<file path="src/rtl/ctrl_pkt_initiator.sv">
// Control-packet initiator: turns one poke/peek request into a 4-word fifo36
// command packet and collects the matching 4-word response (one in flight).
module ctrl_pkt_initiator #(
  parameter logic [31:0] SID       = 32'd20,
  parameter logic [15:0] TIMEOUT   = 16'd1023,
  parameter int unsigned SEQ_WIDTH = 12
) (
  input  logic        clk,
  input  logic        reset,
  input  logic        clear,
  input  logic        req_valid,
  output logic        req_ready,
  input  logic        req_is_read,
  input  logic [7:0]  req_addr,
  input  logic [31:0] req_data,
  output logic [35:0] out_data,
  output logic        out_src_rdy,
  input  logic        out_dst_rdy,
  input  logic [35:0] in_data,
  input  logic        in_src_rdy,
  output logic        in_dst_rdy,
  output logic        done,
  output logic [31:0] rb_data,
  output logic [2:0]  err,
  output logic [15:0] stray_cnt
);

  typedef enum logic [1:0] {S_IDLE, S_SEND, S_WAIT, S_DRAIN} state_t;

  localparam logic [SEQ_WIDTH-1:0] SEQ_ONE = SEQ_WIDTH'(1);

  state_t                 state_q, state_d;
  logic [1:0]             wcnt_q, wcnt_d;
  logic [1:0]             idx_q, idx_d;
  logic [15:0]            tmo_q, tmo_d;
  logic [SEQ_WIDTH-1:0]   seq_q, seq_d;
  logic                   is_read_q, is_read_d;
  logic [7:0]             addr_q, addr_d;
  logic [31:0]            data_q, data_d;
  logic                   done_q, done_d;
  logic [31:0]            rb_data_q, rb_data_d;
  logic [2:0]             err_q, err_d;
  logic [2:0]             err_acc_q, err_acc_d;
  logic [31:0]            rb_acc_q, rb_acc_d;
  logic [15:0]            stray_q, stray_d;

  logic        out_fire, in_fire, in_sof, in_eof;
  logic        stray_inc, finish;
  logic [15:0] seq_ext;
  logic        unused_hi;

  assign seq_ext     = 16'(seq_q);
  assign in_sof      = in_data[32];
  assign in_eof      = in_data[33];
  assign unused_hi   = ^in_data[35:34];
  assign out_src_rdy = (state_q == S_SEND);
  assign in_dst_rdy  = (state_q != S_SEND);
  // done cycle already sits in IDLE, but the next request waits one more cycle
  assign req_ready   = (state_q == S_IDLE) && !done_q;
  assign out_fire    = out_src_rdy && out_dst_rdy;
  assign in_fire     = in_src_rdy && in_dst_rdy;
  assign done        = done_q;
  assign rb_data     = rb_data_q;
  assign err         = err_q;
  assign stray_cnt   = stray_q;

  always_comb begin
    out_data = '0;
    case (wcnt_q)
      2'd0:    out_data = {2'b00, 1'b0, 1'b1, seq_ext, 16'd4};
      2'd1:    out_data = {4'h0, SID};
      2'd2:    out_data = {4'h0, 3'b000, is_read_q, 20'h0, addr_q};
      default: out_data = {2'b00, 1'b1, 1'b0, (is_read_q ? 32'h0 : data_q)};
    endcase
  end

  always_comb begin
    state_d   = state_q;
    wcnt_d    = wcnt_q;
    idx_d     = idx_q;
    tmo_d     = tmo_q;
    seq_d     = seq_q;
    is_read_d = is_read_q;
    addr_d    = addr_q;
    data_d    = data_q;
    done_d    = 1'b0;
    rb_data_d = rb_data_q;
    err_d     = err_q;
    err_acc_d = err_acc_q;
    rb_acc_d  = rb_acc_q;
    stray_d   = stray_q;
    stray_inc = 1'b0;
    finish    = 1'b0;

    case (state_q)
      S_IDLE: begin
        if (in_fire) stray_inc = 1'b1;
        if (req_valid && req_ready) begin
          is_read_d = req_is_read;
          addr_d    = req_addr;
          data_d    = req_data;
          wcnt_d    = '0;
          state_d   = S_SEND;
        end
      end
      S_SEND: begin
        if (out_fire) begin
          wcnt_d = wcnt_q + 2'd1;
          if (wcnt_q == 2'd3) begin
            state_d   = S_WAIT;
            tmo_d     = '0;
            idx_d     = '0;
            err_acc_d = '0;
            rb_acc_d  = '0;
          end
        end
      end
      S_WAIT: begin
        if (in_fire) begin
          case (idx_q)
            2'd0: begin
              if (!in_sof) begin
                stray_inc = 1'b1;
              end else begin
                if (in_data[31:16] != seq_ext) err_acc_d[2] = 1'b1;
                idx_d = 2'd1;
                if (in_eof) begin
                  err_acc_d[1] = 1'b1;
                  finish       = 1'b1;
                end
              end
            end
            2'd1: begin
              if (in_data[31:0] != SID) err_acc_d[1] = 1'b1;
              idx_d = 2'd2;
              if (in_eof) begin
                err_acc_d[1] = 1'b1;
                finish       = 1'b1;
              end
            end
            2'd2: begin
              idx_d = 2'd3;
              if (in_eof) begin
                err_acc_d[1] = 1'b1;
                finish       = 1'b1;
              end
            end
            default: begin
              rb_acc_d = in_data[31:0];
              if (in_eof) begin
                finish = 1'b1;
              end else begin
                err_acc_d[1] = 1'b1;
                state_d      = S_DRAIN;
              end
            end
          endcase
        end else if (idx_q == 2'd0) begin
          tmo_d = tmo_q + 16'd1;
          if (tmo_d == TIMEOUT) begin
            err_acc_d = 3'b001;
            rb_acc_d  = '1;
            finish    = 1'b1;
          end
        end
      end
      S_DRAIN: begin
        if (in_fire && in_eof) finish = 1'b1;
      end
    endcase

    if (finish) begin
      done_d    = 1'b1;
      err_d     = err_acc_d;
      rb_data_d = rb_acc_d;
      seq_d     = seq_q + SEQ_ONE;
      state_d   = S_IDLE;
    end

    if (stray_inc && (stray_q != 16'hFFFF)) stray_d = stray_q + 16'd1;

    // abort overrides any completion in the same cycle; results stay as they were
    if (clear) begin
      state_d   = S_IDLE;
      done_d    = 1'b0;
      err_d     = err_q;
      rb_data_d = rb_data_q;
      seq_d     = ((state_q == S_WAIT) || (state_q == S_DRAIN)) ? (seq_q + SEQ_ONE) : seq_q;
    end
  end

  always_ff @(posedge clk) begin
    if (reset) begin
      state_q   <= S_IDLE;
      wcnt_q    <= '0;
      idx_q     <= '0;
      tmo_q     <= '0;
      seq_q     <= '0;
      is_read_q <= 1'b0;
      addr_q    <= '0;
      data_q    <= '0;
      done_q    <= 1'b0;
      rb_data_q <= '0;
      err_q     <= '0;
      err_acc_q <= '0;
      rb_acc_q  <= '0;
      stray_q   <= '0;
    end else begin
      state_q   <= state_d;
      wcnt_q    <= wcnt_d;
      idx_q     <= idx_d;
      tmo_q     <= tmo_d;
      seq_q     <= seq_d;
      is_read_q <= is_read_d;
      addr_q    <= addr_d;
      data_q    <= data_d;
      done_q    <= done_d;
      rb_data_q <= rb_data_d;
      err_q     <= err_d;
      err_acc_q <= err_acc_d;
      rb_acc_q  <= rb_acc_d;
      stray_q   <= stray_d;
    end
  end

endmodule

</file>
<file path="config.mk">
export PLATFORM = sky130hd
export DESIGN_NAME = ctrl_pkt_initiator
export DESIGN_NICKNAME = d
export VERILOG_FILES = /design/src/rtl/ctrl_pkt_initiator.sv
export SDC_FILE = /design/constraint.sdc
export NUM_CORES = 1
export LEC_CHECK = 0
export BUFFER_PORTS_ARGS = -buffer_cell sky130_fd_sc_hd__buf_2
export CORE_MARGIN = 4
export CORE_UTILIZATION = 35
export CTS_CLUSTER_DIAMETER = 30
export DETAILED_ROUTE_END_ITERATION = 10
export MAX_ROUTING_LAYER = met4
export PLACE_DENSITY = 0.56
export SLEW_MARGIN = 20
export SYNTH_ARGS = -nofsm -noshare
export SYNTH_HDL_FRONTEND = slang
export SYNTH_SLANG_ARGS = --single-unit
export TNS_END_PERCENT = 1
</file>
<file path="constraint.sdc">
create_clock -name clk -period 4.24 [get_ports clk]
set_input_delay 0 -clock clk [delete_from_list [all_inputs] [get_ports clk]]
set_output_delay 0 -clock clk [all_outputs]
set_load 0.01 [all_outputs]
</file>
==> impl_metrics.py <==
metrics = {
    "cells_and_area": {
        "multi_input_area_mm2": 0.00413,
        "drive_above_1_share": 0.190,
        "ff_latch_area_mm2": 0.00324,
        "final_nets": 1273,
        "syn_to_final_growth_pct": 25.3,
        "nFillCells": 2264,
    },
    "critical_path": {
        "criticalPathCategory": "reg -> reg",
        "critPathMaxStageDelay_ps": 580,
        "worstSetupStartpointType": "flip-flop",
        "cp.required_ps": 4570,
        "slowest_stage": "a2111oi_4",
        "worst-path-max-fanout": 25,
        "cp-end-kind": "flip-flop",
        "worstPathCellList": "ha_1 -> inv_1 -> nor4_2 -> nand4_1 -> a2111oi_4 -> o21a_2 -> buf_4 -> nor2_1 -> a211oi_1",
        "arrival_ps": 3770,
    },
    "routing": {
        "drc_errors": 0,
        "drt-pass1-iter-count": 5,
        "routed_wirelength_mm": 22.0,
        "antenna_left": 0,
        "num_vias": 7490,
        "drtIter0Drc": 376,
        "wl_per_cell_um": 14.9,
        "avgViaCountPerCell": 5.09,
    },
    "die": {
        "fp.dieArea_mm2": 0.0246,
        "rows": 54,
        "core_mm2": 0.0218,
        "die_x_um": 157,
        "io_pins": 174,
        "initial_utilization": 0.355,
        "die_h_um": 157,
    },
    "sta": {
        "final.min_clock_period_ps": 3440,
        "setup_ws_ps": 801,
        "timing.fmax_mhz": 291,
        "post-route-period-util": 0.811,
        "skew_ps": 8.14,
        "hold_viol": 0,
        "grt_setup_unrepaired": "no",
        "tightestPinTransition_ps": 999,
        "fin_setup_tns_ps": 0,
        "slew-limit-headroom": 0.334,
        "final_max_slew_viol_count": 0,
        "setup_violations": 0,
    },
    "clock_network": {
        "insertion_delay_ps": 420,
        "ctsResizeCount": 0,
        "cts-buffers-inserted": 17,
        "cts_hold_buf": 42,
        "postCtsSetupBuffers": 0,
        "cts_tree": "done",
        "htree_num_levels": 4,
        "ctsRootBufferMaster": "clkbuf_16",
        "clkTransAtPathRegs_ps": 60,
        "clock-sinks": 162,
        "cts.path.max_buffers": 2,
    },
    "yosys": {
        "yosysSeqAreaShare": 0.418,
        "yosysUniqueCellTypes": 56,
        "synth-async-reset-ratio": 0,
        "synth_cells": 1008,
        "postSynthAreaPerCell_um2": 7.69,
        "ys_seq_elements": 162,
        "synth-edff-count": 0,
        "ys_warn_count": 0,
        "ys.flop_type": "dfxtp_1",
        "synth_area_mm2": 0.00775,
    },
    "grt": {
        "grt_overflow": 0,
        "antenna_found_initial": 4,
        "grt_pass1_vias": 7065,
        "grt_pass1_wl_mm": 35.4,
        "grt_use_total": 0.181,
        "grt_max_degree": 91,
    },
    "run_status": {
        "status": "finished, final reports clean",
    },
    "power_and_ir_drop": {
        "total_leakage_power_nw": 3.78,
        "ir_drop_uv": 225,
        "p_per_area_mw_per_mm2": 340,
    },
    "placed_design": {
        "numPortBuffers": 169,
        "dp_hpwl_mm": 14.9,
        "pre_cts_ws_ps": 803,
        "place_congestion": 0.840,
    },
    "worst_hold_path": {
        "holdCritPathClass": "in -> reg",
    },
    "run": {
        "maxCapViolCount": 0,
    },
}
## cell type report
type | count | area share
clock buffers | 18 | 0.0442
well taps | 280 | 0.0361
repair buffers | 225 | 0.141
inverters | 14 | 0.00541
flip-flops and latches | 162 | 0.334
multi-input cells | 753 | 0.425
diodes | 5 | 0.00129
clock inverters | 14 | 0.0122
## final timing paths
check             cells past startpoint    endpoint  slack, ps         from
setup / recovery                      9  rb_data[0]        800     tmo_q[0]
hold / removal                        5   wcnt_q[1]         30  out_dst_rdy
setup reg to reg                      9  rb_data[0]        800     tmo_q[0]
hold reg to reg                       2  data_q[11]        450   data_q[11]
## sequential cells by signal, summed over array words and instances, names as in the netlist
name / count
stray_cnt: 16
idx_q: 2
wcnt_q: 2
addr_q: 8
tmo_q: 16
done: 1
rb_acc_q: 32
is_read_q: 1
seq_q: 12
data_q: 32
err_acc_q: 3
state_q: 2
rb_data: 32
err: 3
## critical path: cells and delay by family, from the launching register on
| kind | cells | cell delay [ps] |
|---|---|---|
| AO/OA/AOI/OAI | 3 | 1270 |
| adder cells (fa/ha/maj) | 1 | 370 |
| AND/OR/NAND/NOR | 3 | 750 |
| flip-flops | 1 | 440 |
| buffers and inverters | 2 | 500 |
## cells by family (layout without fill, tap and decap cells)
family,Yosys count,after routing,synth area share
flip-flops,162,162,0.418
multiplexers,6,6,0.00791
adder cells (fa/ha/maj),17,17,0.0274
other,1,7,0.000484
XOR/XNOR,29,29,0.0328
AO/OA/AOI/OAI,253,253,0.195
AND/OR/NAND/NOR,446,446,0.268
buffers and inverters,94,271,0.0505
## cells in the mapped netlist, types with 2 or more instances
master,number,area [µm²]
a211oi_1,35,263
a21boi_0,2,15.0
a21o_1,2,15.0
a21oi_1,140,701
a22o_1,12,105
a22oi_1,2,15.0
a311oi_1,2,17.5
a31oi_1,3,18.8
a32oi_1,2,17.5
and2_1,16,100
and3_1,5,31.3
and4_1,5,43.8
buf_2,13,65.1
buf_4,4,30.0
clkbuf_1,62,233
dfxtp_1,162,3240
ha_1,17,213
inv_1,14,52.6
mux2i_1,5,50.1
nand2_1,167,627
nand2b_1,5,31.3
nand3_1,20,100
nand3b_1,10,75.1
nand4_1,17,106
nor2_1,113,424
nor2b_1,6,37.5
nor3_1,45,225
nor3b_1,2,15.0
nor4_1,10,62.6
nor4_2,2,25.0
o21ai_0,35,175
o31a_1,2,17.5
o31ai_1,7,52.6
or3_1,12,75.1
or4_1,4,30.0
xnor2_1,12,105
xor2_1,17,149
## metrics by stage
| step | power, W | hold WS (ps) | instances | area (µm²) | utilization |
|---|---|---|---|---|---|
| after floorplan | 0.00177 | 76.7 | 1009 | 7750 | - |
| after global placement | 0.00187 | 237 | 1392 | 8730 | 0.400 |
| final | 0.00330 | 27.4 | 1471 | 9710 | 0.445 |
| after CTS | 0.00336 | 5.52 | 1466 | 9700 | 0.444 |
| after detailed placement | 0.00187 | 239 | 1392 | 8730 | 0.400 |
| after global routing | 0.00346 | 72.7 | 1470 | 9710 | 0.445 |
## layer usage
| layer | vias to the layer above | share of wire | wire, µm | GRT usage |
|---|---|---|---|---|
| li1 | 3847 | - | - | - |
| met1 | 3467 | 0.45 | 9780 | 0.224 |
| met2 | 144 | 0.49 | 10700 | 0.294 |
| met3 | 32 | 0.044 | 970 | 0.0371 |
| met4 | 0 | 0.022 | 492 | 0.0616 |
| met5 | - | 0 | 0 | - |
## report_power, final
| group | internal [W] | total (W) | switching, W |
|---|---|---|---|
| registers | 0.00155 | 0.00157 | 0.0000210 |
| clock network | 0.000767 | 0.00144 | 0.000670 |
| logic | 0.000115 | 0.000294 | 0.000179 |
## cell usage in the layout (no fill, tap or decap), types with 3 or more instances in the layout
master         instances
a211oi_1              35
a21oi_1              140
a22o_1                12
a31oi_1                3
and2_1                15
and3_1                 5
and4_1                 5
buf_2                168
buf_4                 15
clkbuf_16             17
clkinv_4               4
dfxtp_1              162
diode_2                5
dlygate4sd3_1         42
ha_1                  17
inv_1                 14
inv_6                  6
mux2i_1                5
nand2_1              167
nand2b_1               5
nand3_1               20
nand3b_1              10
nand4_1               17
nor2_1               113
nor2b_1                5
nor3_1                45
nor4_1                10
o21ai_0               34
o31ai_1                7
or3_1                 12
or4_1                  4
xnor2_1               12
xor2_1                17
Note: power is estimated with default switching activity, not from simulation.
